===== src/rtl/demux_tl.sv =====
// demux_tl: steers a single link-side word stream into four registered
// virtual-channel holding stages by destination bits, with per-VC valid/ready.
module demux_tl #(
    parameter int          DATA_W       = 10,
    parameter logic [3:0]  ACTIVE_STATE = 4'b0100
) (
    input  logic              clk,
    input  logic              reset_L,
    input  logic [3:0]        state,
    input  logic [DATA_W-1:0] in_data,
    input  logic              in_valid,
    output logic              in_ready,
    output logic [DATA_W-1:0] out0,
    output logic [DATA_W-1:0] out1,
    output logic [DATA_W-1:0] out2,
    output logic [DATA_W-1:0] out3,
    output logic              valid0,
    output logic              valid1,
    output logic              valid2,
    output logic              valid3,
    input  logic              ready0,
    input  logic              ready1,
    input  logic              ready2,
    input  logic              ready3,
    output logic              idle,
    output logic [7:0]        route_cnt
);
    logic [DATA_W-1:0] r_data [4];
    logic [3:0]        r_valid;
    logic [7:0]        r_cnt;
    logic [1:0]        w_dest;
    logic [3:0]        w_rdy;
    logic [3:0]        w_load;
    logic              w_accept;

    assign w_dest   = in_data[DATA_W-1 -: 2];
    assign w_rdy    = {ready3, ready2, ready1, ready0};
    // Head-of-line: only the VC the current word targets can stall the input.
    assign in_ready = (state == ACTIVE_STATE) && (!r_valid[w_dest] || w_rdy[w_dest]);
    assign w_accept = in_valid && in_ready;

    for (genvar g = 0; g < 4; g++) begin : g_vc
        assign w_load[g] = w_accept && (w_dest == 2'(g));
        always_ff @(posedge clk or negedge reset_L) begin
            if (!reset_L) begin
                r_data[g]  <= '0;
                r_valid[g] <= 1'b0;
            end else if (w_load[g]) begin
                r_data[g]  <= in_data;
                r_valid[g] <= 1'b1;
            end else if (w_rdy[g]) begin
                r_valid[g] <= 1'b0;
            end
        end
    end

    always_ff @(posedge clk or negedge reset_L) begin
        if (!reset_L) r_cnt <= '0;
        else if (w_accept) r_cnt <= r_cnt + 8'd1;
    end

    assign out0      = r_data[0];
    assign out1      = r_data[1];
    assign out2      = r_data[2];
    assign out3      = r_data[3];
    assign valid0    = r_valid[0];
    assign valid1    = r_valid[1];
    assign valid2    = r_valid[2];
    assign valid3    = r_valid[3];
    assign idle      = ~|r_valid && !in_valid;
    assign route_cnt = r_cnt;
endmodule

===== config.mk =====
export PLATFORM = sky130hd
export DESIGN_NAME = demux_tl
export DESIGN_NICKNAME = d
export VERILOG_FILES = /design/src/rtl/demux_tl.sv
export SDC_FILE = /design/constraint.sdc
export NUM_CORES = 1
export LEC_CHECK = 0
export ABC_CLOCK_PERIOD_IN_PS = 2300
export BUFFER_PORTS_ARGS = -buffer_cell sky130_fd_sc_hd__buf_2
export CORE_UTILIZATION = 48
export CTS_CLUSTER_DIAMETER = 60
export DETAILED_ROUTE_END_ITERATION = 8
export PLACE_DENSITY = 0.78
export SLEW_MARGIN = 20
export SYNTH_ARGS = -nofsm -noshare
export SYNTH_HDL_FRONTEND = slang
export SYNTH_SLANG_ARGS = --single-unit

===== constraint.sdc =====
create_clock -name clk -period 2.3 [get_ports clk]
set_input_delay 0.46 -clock clk [delete_from_list [all_inputs] [get_ports clk]]
set_output_delay 0.46 -clock clk [all_outputs]
set_load 0.005 [all_outputs]

==> impl_metrics.ini <==
[cts]
clk_path_buf_depth = 2
cts_tree = built
postCtsSetupBuffers = 0
cts_resized = 0
worstSkewPairLatency_ns = 0.30
clock-sinks = 52
cts-root-buf = clkbuf_8
cts_buffers = 5
htree_levels = 2
clk_pin_slew_ns = 0.09
holdBufCountCts = 0

[power]
ir_drop_uv = 596
powerDensity_nw_per_um2 = 783
power_leakage_uw = 0.00149

[die]
die_area_um2 = 4560
io_pins = 75
die_y_um = 67.5
fp-row-count = 23
core_um2 = 4060
dieWidth_um = 67.5
start_util_pct = 50.8

[route]
drcViolationCount = 0
dr.pass1.iters = 4
drt_iter0_drc = 44
vias = 1371
via_per_inst = 5.10
routedWlPerCell_um = 14.2
routed_wl_um = 3820
antenna_left = 0

[placement]
place.detailed.instances = 261
gp_congestion = 0.708
port_buffers = 74
hpwlAfterDp_um = 2830

[worst_hold_path]
hold_class = input pin to async pin

[setup_path]
startpoint_type = flop
worst_ep_arrival_time_ns = 1.66
rrSetupSlack_ns = 0.50
path_class = flop to output pin
crit_fanout = 8
cp.required_ns = 1.84
reg2reg_to = route_cnt[7]
reg2reg_depth = 4
rr_startpoint = valid3
end_kind = output pin

[grt]
gr-total-overflow = 0
antenna_found_initial = 0
grt_pass1_wl_um = 6240
grt_pass1_vias = 1299
grt_max_degree = 29
grt_use_total_pct = 19.1

[logic_synthesis]
synth_fp_nets = 159
synth_top_cell_by_area = dfrtp_1
ys_seq_elements = 52
synthTopCellsByArea = dfrtp_1 63%, mux2_2 18%, xor2_1 3.0%
netlist.area_leader.share_pct = 63.2
avgSynthCellArea_um2 = 15.0
postSynthCellCount = 137
syn_area_um2 = 2060
yosysSeqAreaShare_pct = 63.2
synth_cell_types = 23
synth_warnings = 0

[sta]
tightest_slew_ns = 0.570
fin_crit_ns = 2.12
tns_ns = 0
finalClockSkew_ns = 0.0100
rsz0062_at_grt = false
setup_violations = 0
finalCritPeriodShare_pct = 92.2
fmax_ghz = 0.472
max_slew_margin_pct = 62.0
finalHoldViolations = 0
finalMaxSlewViolations = 0

[cells_and_area]
drive_gt1_share_pct = 60.7
ff_latch_area_um2 = 1300
final_cell_mix = 74 x buf_2, 52 x dfrtp_1, 33 x mux2_2
multi_input_area_um2 = 744
diodes = 0
area_growth_pct = 28.6
n_fill_cell = 324
final_cells = 269
layout_commonest_cell = buf_2
fin_nets = 240

[status]
status = finished clean

[flow_run]
cap_viol_max_count = 0
## cells by family after synthesis
group         count (synthesis)  synth area share [%]
mux                          34                  19.1
simple gates                 39                  12.8
flops                        52                  63.2
fa+ha+maj                     1                 0.607
buf+inv                       4                  1.28
xor+xnor                      7                  2.98
## state kept, by name, summed over array words and instances (netlist names)
name       count
valid2         1
out1          10
out2          10
valid0         1
out3          10
valid3         1
route_cnt      8
out0          10
valid1         1
## power breakdown
group	internal, uW	switching (uW)
clock network	384	281
registers	1030	75.1
logic	180	127
## how the worst max path moves through the flow
stage | start | endpoint | slack, ns | cells past startpoint
floorplan | state[1] | out1[1] | 0.35 | 5
global placement | state[1] | out3[0] | 0.23 | 5
detailed placement | state[1] | out3[3] | 0.19 | 5
CTS | valid1 | in_ready | 0.17 | 4
global route | valid3 | in_ready | 0.09 | 4
finish | valid3 | in_ready | 0.18 | 4
## cell type report
class / instances / area share [%]
Clock buffer: 7 / 3.64
Clock inverter: 1 / 1.13
Multi-Input combinational cell: 81 / 28.1
Sequential cell: 52 / 49.1
Tap cell: 50 / 2.36
Timing Repair Buffer: 78 / 15.6
## routing by layer
layer | vias up | share of wire, % | track usage, %
li1 | 639 | - | -
met1 | 674 | 45 | 25.8
met2 | 54 | 47 | 30.0
met3 | 4 | 6.5 | 4.90
met4 | 0 | 0.84 | 6.38
met5 | - | 0 | 0
## per-stage QoR
stage	instance area, um2	util, %	worst slack [ns]	hold slack (ns)	total power, uW
global placement	2520	62.1	0.230	0.449	1420
CTS	2650	65.2	0.169	0.166	2100
global route	2650	65.2	0.0880	0.184	2180
floorplan	2060	-	0.349	0.164	1240
detailed placement	2520	62.1	0.194	0.464	1430
finish	2650	65.2	0.179	0.149	2070
## Yosys cell counts (all sizes together)
master,count
or4,2
nand3,4
nor4,3
and2,2
nand2,3
xor2,7
nand4,1
or2,7
mux2,33
nor2b,7
and4bb,1
nor3,2
nand2b,1
nor2,3
dfrtp,52
mux4,1
nor4b,3
ha,1
buf,4
## worst max-delay path, cell delays in order, from the launching register on
cell and delay [ns]:
dfrtp_1 0.40, nor2b_1 0.16, mux4_2 0.56, nor2b_1 0.13
buf_2 0.11
Note: power is estimated with default switching activity, not from simulation.
